===== config.mk =====
export PLATFORM = sky130hd
export DESIGN_NAME = core_top_v4
export DESIGN_NICKNAME = d
export VERILOG_FILES = /design/src/rtl/core_top_v4.sv
export SDC_FILE = /design/constraint.sdc
export NUM_CORES = 2
export LEC_CHECK = 0
export CAP_MARGIN = 20
export CELL_PAD_IN_SITES_DETAIL_PLACEMENT = 2
export CELL_PAD_IN_SITES_GLOBAL_PLACEMENT = 2
export CORE_MARGIN = 1
export CORE_UTILIZATION = 50
export CTS_BUF_LIST = sky130_fd_sc_hd__clkbuf_2
export CTS_CLUSTER_DIAMETER = 80
export CTS_CLUSTER_SIZE = 12
export DETAILED_ROUTE_END_ITERATION = 7
export GPL_TIMING_DRIVEN = 0
export PLACE_DENSITY = 0.89
export SLEW_MARGIN = 20
export SYNTH_ARGS = -nofsm -noshare
export SYNTH_HDL_FRONTEND = slang
export SYNTH_SLANG_ARGS = --single-unit

===== constraint.sdc =====
create_clock -name clk -period 7.47 [get_ports clk]
set_input_delay 0.747 -clock clk [delete_from_list [all_inputs] [get_ports clk]]
set_output_delay 0.747 -clock clk [all_outputs]
set_load 0.01 [all_outputs]

===== src/rtl/core_top_v4.sv =====
// Parametrised multi-cycle core: loadable IMEM, decoder, register file and ALU
// behind a FETCH/DECODE/EXEC/WB sequencer with HALT and a retired counter.
//
// state   | meaning
// IDLE    | after reset; waits for start, IMEM writable
// FETCH   | synchronous IMEM read at pc
// DECODE  | latch instruction fields and register operands
// EXEC    | ALU result and next pc; HALT parks here -> HALTED
// WB      | register write-back, pc update, retire
// HALTED  | HALT retired; IMEM writable, start reruns from pc 0
module core_top_v4 #(
  parameter int XLEN       = 32,
  parameter int IMEM_DEPTH = 64,
  parameter int NUM_REGS   = 16,
  localparam int PW = $clog2(IMEM_DEPTH),
  localparam int AW = $clog2(NUM_REGS)
) (
  input  logic            clk,
  input  logic            reset,
  input  logic            store_en,
  input  logic [PW-1:0]   store_address,
  input  logic [31:0]     store_data,
  input  logic            start,
  output logic [XLEN-1:0] alu_data_out,
  output logic            result_valid,
  output logic [3:0]      opcode,
  output logic [PW-1:0]   pc,
  output logic            busy,
  output logic            halted,
  output logic [31:0]     retired
);

  localparam int SW = $clog2(XLEN);

  localparam logic [3:0] OP_ADD  = 4'd0;
  localparam logic [3:0] OP_SUB  = 4'd1;
  localparam logic [3:0] OP_AND  = 4'd2;
  localparam logic [3:0] OP_OR   = 4'd3;
  localparam logic [3:0] OP_XOR  = 4'd4;
  localparam logic [3:0] OP_SLL  = 4'd5;
  localparam logic [3:0] OP_SRL  = 4'd6;
  localparam logic [3:0] OP_SRA  = 4'd7;
  localparam logic [3:0] OP_SLT  = 4'd8;
  localparam logic [3:0] OP_SLTU = 4'd9;
  localparam logic [3:0] OP_LI   = 4'd10;
  localparam logic [3:0] OP_BEQ  = 4'd11;
  localparam logic [3:0] OP_BNE  = 4'd12;
  localparam logic [3:0] OP_JMP  = 4'd13;
  localparam logic [3:0] OP_HALT = 4'd15;

  typedef enum logic [2:0] {
    S_IDLE, S_FETCH, S_DECODE, S_EXEC, S_WB, S_HALTED
  } state_t;

  state_t state_q, state_d;

  logic [31:0]     imem [IMEM_DEPTH];
  logic [31:0]     mem_q;
  logic [XLEN-1:0] regs [NUM_REGS];

  logic [3:0]      op_q;
  logic [AW-1:0]   rd_q;
  logic            sel_q;
  logic [XLEN-1:0] imm_q, a_q, rs2_q, res_q;
  logic [PW-1:0]   pc_q, npc_q;
  logic [31:0]     retired_q;

  logic            idle_like, writes_rd, taken;
  logic [AW-1:0]   rs1_idx, rs2_idx;
  logic [XLEN-1:0] rs1_val, rs2_val, b_op, alu_res;
  logic [SW-1:0]   shamt;
  logic [PW-1:0]   next_pc;
  logic            unused_fields;

  assign idle_like = (state_q == S_IDLE) || (state_q == S_HALTED);
  assign writes_rd = (op_q <= OP_LI);

  // state register
  always_ff @(posedge clk) begin
    if (reset) state_q <= S_IDLE;
    else       state_q <= state_d;
  end

  // next state
  always_comb begin
    state_d = state_q;
    case (state_q)
      S_IDLE, S_HALTED: if (start) state_d = S_FETCH;
      S_FETCH:          state_d = S_DECODE;
      S_DECODE:         state_d = S_EXEC;
      S_EXEC:           state_d = (op_q == OP_HALT) ? S_HALTED : S_WB;
      S_WB:             state_d = S_FETCH;
      default:          state_d = S_IDLE;
    endcase
  end

  // state-decoded outputs
  always_comb begin
    busy         = 1'b0;
    halted       = 1'b0;
    result_valid = 1'b0;
    case (state_q)
      S_FETCH, S_DECODE, S_EXEC: busy = 1'b1;
      S_WB: begin
        busy         = 1'b1;
        result_valid = writes_rd;
      end
      S_HALTED: halted = 1'b1;
      default: ;
    endcase
  end

  // IMEM has no reset so a loaded program survives a core reset
  always_ff @(posedge clk) begin
    if (store_en && idle_like) imem[store_address] <= store_data;
    if (state_q == S_FETCH)    mem_q <= imem[pc_q];
  end

  assign rs1_idx = mem_q[18 +: AW];
  assign rs2_idx = mem_q[13 +: AW];
  assign rs1_val = (rs1_idx == '0) ? '0 : regs[rs1_idx];
  assign rs2_val = (rs2_idx == '0) ? '0 : regs[rs2_idx];
  assign unused_fields = ^mem_q[27:13];

  assign b_op  = sel_q ? rs2_q : imm_q;
  assign shamt = b_op[SW-1:0];

  always_comb begin
    alu_res = '0;
    case (op_q)
      OP_ADD:  alu_res = a_q + b_op;
      OP_SUB:  alu_res = a_q - b_op;
      OP_AND:  alu_res = a_q & b_op;
      OP_OR:   alu_res = a_q | b_op;
      OP_XOR:  alu_res = a_q ^ b_op;
      OP_SLL:  alu_res = a_q << shamt;
      OP_SRL:  alu_res = a_q >> shamt;
      OP_SRA:  alu_res = $unsigned($signed(a_q) >>> shamt);
      OP_SLT:  alu_res = {{(XLEN-1){1'b0}}, ($signed(a_q) < $signed(b_op))};
      OP_SLTU: alu_res = {{(XLEN-1){1'b0}}, (a_q < b_op)};
      OP_LI:   alu_res = imm_q;
      default: alu_res = '0;
    endcase
  end

  // branches always compare rs1 with rs2, ignoring sel
  assign taken = (op_q == OP_JMP) ||
                 ((op_q == OP_BEQ) && (a_q == rs2_q)) ||
                 ((op_q == OP_BNE) && (a_q != rs2_q));
  assign next_pc = taken ? (pc_q + imm_q[PW-1:0]) : (pc_q + PW'(1));

  always_ff @(posedge clk) begin
    if (reset) begin
      pc_q      <= '0;
      npc_q     <= '0;
      op_q      <= '0;
      rd_q      <= '0;
      sel_q     <= 1'b0;
      imm_q     <= '0;
      a_q       <= '0;
      rs2_q     <= '0;
      res_q     <= '0;
      retired_q <= '0;
      for (int i = 0; i < NUM_REGS; i++) regs[i] <= '0;
    end else begin
      case (state_q)
        S_IDLE, S_HALTED: begin
          if (start) begin
            pc_q      <= '0;
            retired_q <= '0;
          end
        end
        S_DECODE: begin
          op_q  <= mem_q[31:28];
          rd_q  <= mem_q[23 +: AW];
          sel_q <= mem_q[12];
          imm_q <= {{(XLEN-12){mem_q[11]}}, mem_q[11:0]};
          a_q   <= rs1_val;
          rs2_q <= rs2_val;
        end
        S_EXEC: begin
          if (op_q == OP_HALT) begin
            retired_q <= retired_q + 32'd1;
          end else begin
            npc_q <= next_pc;
            if (writes_rd) res_q <= alu_res;
          end
        end
        S_WB: begin
          if (writes_rd && (rd_q != '0)) regs[rd_q] <= res_q;
          pc_q      <= npc_q;
          retired_q <= retired_q + 32'd1;
        end
        default: ;
      endcase
    end
  end

  assign alu_data_out = res_q;
  assign opcode       = op_q;
  assign pc           = pc_q;
  assign retired      = retired_q;

endmodule


==> impl_metrics.env, run 1 <==
export IMPL_log_error="[ERROR DPL-0033] detailed placement checks failed during check placement."
export IMPL_portBuffers=112
export IMPL_postSynthCellCount=6409
export IMPL_synth_edf_count=2397
export IMPL_outcome="stopped before the end"
export IMPL_yosysSeqAreaShare=0.662
export IMPL_place_congestion=0.988
export IMPL_ys_async_sr_fraction=0
export IMPL_synthFlopType="sky130_fd_sc_hd__edfxtp_1"
export IMPL_die_width_um=479
export IMPL_initial_core_util=0.504
export IMPL_synthesis_area_per_instance_um2=17.8
export IMPL_design_portCount=119
export IMPL_stop_stage="detailed placement (3_5_place_dp)"
export IMPL_synth_area_um2=114000
export IMPL_core_rowCount=174
export IMPL_cell_variety_after_synth=95
export IMPL_die_h_um=479
export IMPL_hpwl_um=399000
export IMPL_synth_ff_latch_count=2561
export IMPL_synthesis_yosys_warnings=0
## stage by stage
| step | worst slack, ns | std cells | setup TNS (ns) | instance area (um2) |
|---|---|---|---|---|
| after floorplan | 3.32 | 6440 | 0 | 114000 |
| after global placement | -0.918 | 9544 | -265.81 | 119000 |
## cells by family after synthesis
family,after synthesis,synth area share
AND/OR/NAND/NOR,1310,0.0590
flip-flops,2561,0.662
other,1,0.0000330
multiplexers,1062,0.200
XOR/XNOR,72,0.00554
AO/OA/AOI/OAI,697,0.0407
adder cells (fa/ha/maj),113,0.0126
buffers and inverters,593,0.0204
## Yosys cell counts (13+ instances only)
master / instances / area (um2)
sky130_fd_sc_hd__mux4_2: 965 / 21700
sky130_fd_sc_hd__a211oi_1: 37 / 278
sky130_fd_sc_hd__inv_1: 109 / 409
sky130_fd_sc_hd__and3_1: 22 / 138
sky130_fd_sc_hd__nor3_1: 36 / 180
sky130_fd_sc_hd__ha_1: 109 / 1360
sky130_fd_sc_hd__buf_1: 95 / 357
sky130_fd_sc_hd__nand3_1: 55 / 275
sky130_fd_sc_hd__o22ai_1: 20 / 125
sky130_fd_sc_hd__mux2i_1: 88 / 881
sky130_fd_sc_hd__nor2b_1: 13 / 81.3
sky130_fd_sc_hd__a31oi_1: 19 / 119
sky130_fd_sc_hd__a22oi_1: 94 / 706
sky130_fd_sc_hd__dfxtp_1: 164 / 3280
sky130_fd_sc_hd__clkbuf_1: 341 / 1280
sky130_fd_sc_hd__o21bai_1: 13 / 97.6
sky130_fd_sc_hd__nor4_1: 22 / 138
sky130_fd_sc_hd__o211ai_1: 34 / 255
sky130_fd_sc_hd__a21o_1: 16 / 120
sky130_fd_sc_hd__buf_2: 33 / 165
sky130_fd_sc_hd__a221oi_1: 14 / 123
sky130_fd_sc_hd__xnor2_1: 45 / 394
sky130_fd_sc_hd__a311oi_1: 20 / 175
sky130_fd_sc_hd__nand4_1: 22 / 138
sky130_fd_sc_hd__edfxtp_1: 2397 / 72000
sky130_fd_sc_hd__nand2_1: 222 / 833
sky130_fd_sc_hd__a21oi_1: 181 / 906
sky130_fd_sc_hd__xor2_1: 27 / 236
sky130_fd_sc_hd__nor2_1: 360 / 1350
sky130_fd_sc_hd__and2_1: 495 / 3100
sky130_fd_sc_hd__o21ai_0: 120 / 601
==> inputs of run 2 (changes only) <==
CELL_PAD_IN_SITES_DETAIL_PLACEMENT = default   (was 2)
CELL_PAD_IN_SITES_GLOBAL_PLACEMENT = default   (was 2)
CORE_UTILIZATION = 35   (was 50)
CTS_BUF_LIST = default   (was sky130_fd_sc_hd__clkbuf_2)
CTS_CLUSTER_DIAMETER = default   (was 80)
CTS_CLUSTER_SIZE = default   (was 12)
PLACE_DENSITY = default   (was 0.89)
PLACE_DENSITY_LB_ADDON = 0.15   (was default)
==> run 2 against run 1 <==
  * The run now ends clean
  * Synthesized cell count stayed put
  * Synthesized area unchanged
==> impl_metrics.env, run 2 <==
export IMPL_outcome="finished clean"
export IMPL_ff_latch_area_um2=75300
export IMPL_coreArea_um2=322000
export IMPL_die_width_um=572
export IMPL_slew_limit_headroom=0.105
export IMPL_postSynthCellCount=6409
export IMPL_worstSetupEndpointType="register"
export IMPL_vdd_ir_drop_max_mv=0.199
export IMPL_avgViaCountPerCell=5.72
export IMPL_drt_drc_violations_left=0
export IMPL_sw_pwr_mw=7.96
export IMPL_portBuffers=112
export IMPL_cts_repair_resize_count=0
export IMPL_max_cap_violations=0
export IMPL_final_setup_violation_count=0
export IMPL_tritoncts="yes"
export IMPL_gr_usage_met3=0.0362
export IMPL_grt_use_total=0.249
export IMPL_timing_critical_path_arrival_ns=7.81
export IMPL_drive_gt1_frac=0.243
export IMPL_yosysSeqAreaShare=0.662
export IMPL_route_vias_total=65939
export IMPL_power_frac_seq=0.495
export IMPL_place_detailed_instances=11001
export IMPL_synth_ff_latch_count=2561
export IMPL_die_h_um=572
export IMPL_synth_top_area_share=0.633
export IMPL_timing_hold_ws_ns=0.0951
export IMPL_final_cell_mix="sky130_fd_sc_hd__edfxtp_1 (2397), sky130_fd_sc_hd__mux4_2 (965), sky130_fd_sc_hd__and2_1 (495), sky130_fd_sc_hd__clkbuf_1 (386), sky130_fd_sc_hd__nor2_1 (296)"
export IMPL_grt_max_degree=65
export IMPL_drt_antenna_violating_nets=0
export IMPL_full_die_area_um2=327000
export IMPL_layout_commonest_cell="sky130_fd_sc_hd__edfxtp_1"
export IMPL_core_rowCount=208
export IMPL_timing_hold_violations_final=0
export IMPL_hpwl_um=296000
export IMPL_global_route_wire_length_before_repair_um=560000
export IMPL_dr_pass1_iters=6
export IMPL_timing_worst_slew_pin_value_ns=1.32
export IMPL_fill_cells=28931
export IMPL_ys_async_sr_fraction=0
export IMPL_final_net_count=7147
export IMPL_timing_setup_critical_path_class="reg2reg"
export IMPL_synth_edf_count=2397
export IMPL_multi_input_comb_area_um2=36900
export IMPL_numClockSinks=2561
export IMPL_synthesis_yosys_warnings=0
export IMPL_postCtsSetupRepairBufs=0
export IMPL_yosys_top_cells_area="sky130_fd_sc_hd__edfxtp_1 (63%), sky130_fd_sc_hd__mux4_2 (19%), sky130_fd_sc_hd__dfxtp_1 (2.9%), sky130_fd_sc_hd__and2_1 (2.7%), sky130_fd_sc_hd__ha_1 (1.2%)"
export IMPL_crit_path_required_time_ns=8.20
export IMPL_registers_top_by_ff_count="imem"
export IMPL_cts_path_max_buffers=4
export IMPL_synthesis_area_per_instance_um2=17.8
export IMPL_netlist_top_cells_count="sky130_fd_sc_hd__edfxtp_1 (2397), sky130_fd_sc_hd__mux4_2 (965), sky130_fd_sc_hd__and2_1 (495), sky130_fd_sc_hd__nor2_1 (360), sky130_fd_sc_hd__clkbuf_1 (341)"
export IMPL_rsz0062_at_grt="no"
export IMPL_p_leak_nw=42.0
export IMPL_cts_hold_buffers=0
export IMPL_crit_path_start_kind="register"
export IMPL_comb_power_share=0.084
export IMPL_cts_root_buffer="sky130_fd_sc_hd__clkbuf_16"
export IMPL_synth_top_cell_by_area="sky130_fd_sc_hd__edfxtp_1"
export IMPL_place_congestion=0.965
export IMPL_finalMaxSlewViolations=0
export IMPL_initial_core_util=0.353
export IMPL_initial_antenna_violation_count=31
export IMPL_cts_max_level=5
export IMPL_cell_variety_after_synth=95
export IMPL_max_freq_ghz=0.141
export IMPL_largest_reg_flops=1856
export IMPL_timing_clock_skew_ns=0.0710
export IMPL_share_clk_of_total_power=0.421
export IMPL_final_cell_count_no_fill=11532
export IMPL_largestRegisters="imem (1856), regs (512)"
export IMPL_routed_wire_length_per_instance_um=35.6
export IMPL_power_density_cell_area_nw_per_um2=243
export IMPL_finalCritPeriodShare=0.948
export IMPL_detailed_route_iter0_violations=7937
export IMPL_design_portCount=119
export IMPL_routed_wl_um=410000
export IMPL_final_core_utilization=0.414
export IMPL_worst_setup_hold_path_clk_slew_ns=0.06
export IMPL_layout_area_overhead_vs_synth_pct=17.3
export IMPL_grt_pass1_vias=66588
export IMPL_yosys_cell_count_top_type="sky130_fd_sc_hd__edfxtp_1"
export IMPL_grt_overflow=0
export IMPL_groute_layer_met1_usage=0.331
export IMPL_worstSkewPairLatency_ns=0.90
export IMPL_cts_bufs_inserted=289
export IMPL_switching_share=0.246
export IMPL_tns_ns=0
export IMPL_cp_max_fo=11
export IMPL_grt_busiest_layer="met2"
export IMPL_use_met2=0.416
export IMPL_hp_class="in2reg"
export IMPL_synth_area_um2=114000
export IMPL_finalCriticalPeriod_ns=7.08
export IMPL_synthFlopType="sky130_fd_sc_hd__edfxtp_1"
export IMPL_internal_power_mw=24.4
==> run 2: cell counts after synthesis <==
Identical to the previous run, type by type.
==> run 2: cell families (layout without fill, tap and decap cells) <==
kind of cell / count (synthesis) / after routing / synth area share
AO/OA/AOI/OAI: 697 / 697 / 0.0407
XOR/XNOR: 72 / 72 / 0.00554
adder cells (fa/ha/maj): 113 / 113 / 0.0126
buffers and inverters: 593 / 1365 / 0.0204
flip-flops: 2561 / 2561 / 0.662
multiplexers: 1062 / 1062 / 0.200
other: 1 / 47 / 0.0000330
AND/OR/NAND/NOR: 1310 / 1310 / 0.0590
==> run 2: cell type report <==
cell class / instances / area share
multi-input cells: 3286 / 0.277
well taps: 4305 / 0.0404
inverters: 113 / 0.00320
repair buffers: 262 / 0.0336
diodes: 15 / 0.000281
clock buffers: 366 / 0.0571
clock inverters: 144 / 0.00955
flip-flops and latches: 2561 / 0.564
plain buffers: 480 / 0.0149
==> run 2: path summary, 6_finish.rpt <==
path                   from               end  slack [ns]  depth (start not counted)
min reg2reg        npc_q[4]          npc_q[4]        0.49                          2
max reg2reg           sel_q  alu_data_out[24]        0.39                         16
max                   sel_q  alu_data_out[24]        0.39                         16
min          store_data[18]      imem[42][18]         0.1                          1
==> run 2: per-layer routing <==
layer  wire (um)  vias up
met5         114        -
met4       16700       18
met3       25500      600
met2      200000     2679
met1      168000    35520
li1            -    27122
==> run 2: power groups by stage <==
stage / clock [mW] / combinational, mW / sequential (mW)
after floorplan: 0 / 1.35 / 16.3
after global placement: 0 / 2.53 / 16.4
after detailed placement: 0 / 2.64 / 16.3
after CTS: 13.9 / 2.65 / 16.0
after global routing: 14.4 / 2.79 / 16.0
final: 13.6 / 2.70 / 16.0
==> run 2: worst max-delay path: stages, from the launching register on <==
cell and delay (ns):
sky130_fd_sc_hd__dfxtp_1 0.32, sky130_fd_sc_hd__buf_6 0.20, sky130_fd_sc_hd__mux2i_4 0.65, sky130_fd_sc_hd__buf_2 0.45
sky130_fd_sc_hd__buf_2 0.43, sky130_fd_sc_hd__buf_2 0.42, sky130_fd_sc_hd__ha_1 0.30, sky130_fd_sc_hd__buf_2 0.17
sky130_fd_sc_hd__a211oi_1 0.28, sky130_fd_sc_hd__o21ai_1 0.20, sky130_fd_sc_hd__o311ai_1 1.10, sky130_fd_sc_hd__nand3_1 0.48
sky130_fd_sc_hd__a21boi_0 0.82, sky130_fd_sc_hd__nor4_1 0.15, sky130_fd_sc_hd__a41oi_1 0.32, sky130_fd_sc_hd__o2111ai_1 0.32
sky130_fd_sc_hd__o221a_1 0.30
==> run 2: per-stage QoR <==
step / setup slack (ns) / power, mW / area, um2
6_report: 0.387 / 32.4 / 133000
5_1_grt: 0.505 / 33.2 / 133000
4_1_cts: 0.661 / 32.6 / 133000
3_5_place_dp: 0.667 / 19.0 / 124000
3_3_place_gp: -1.16 / 18.9 / 120000
2_1_floorplan: 3.32 / 17.6 / 114000
(Power assumes the default switching activity.)
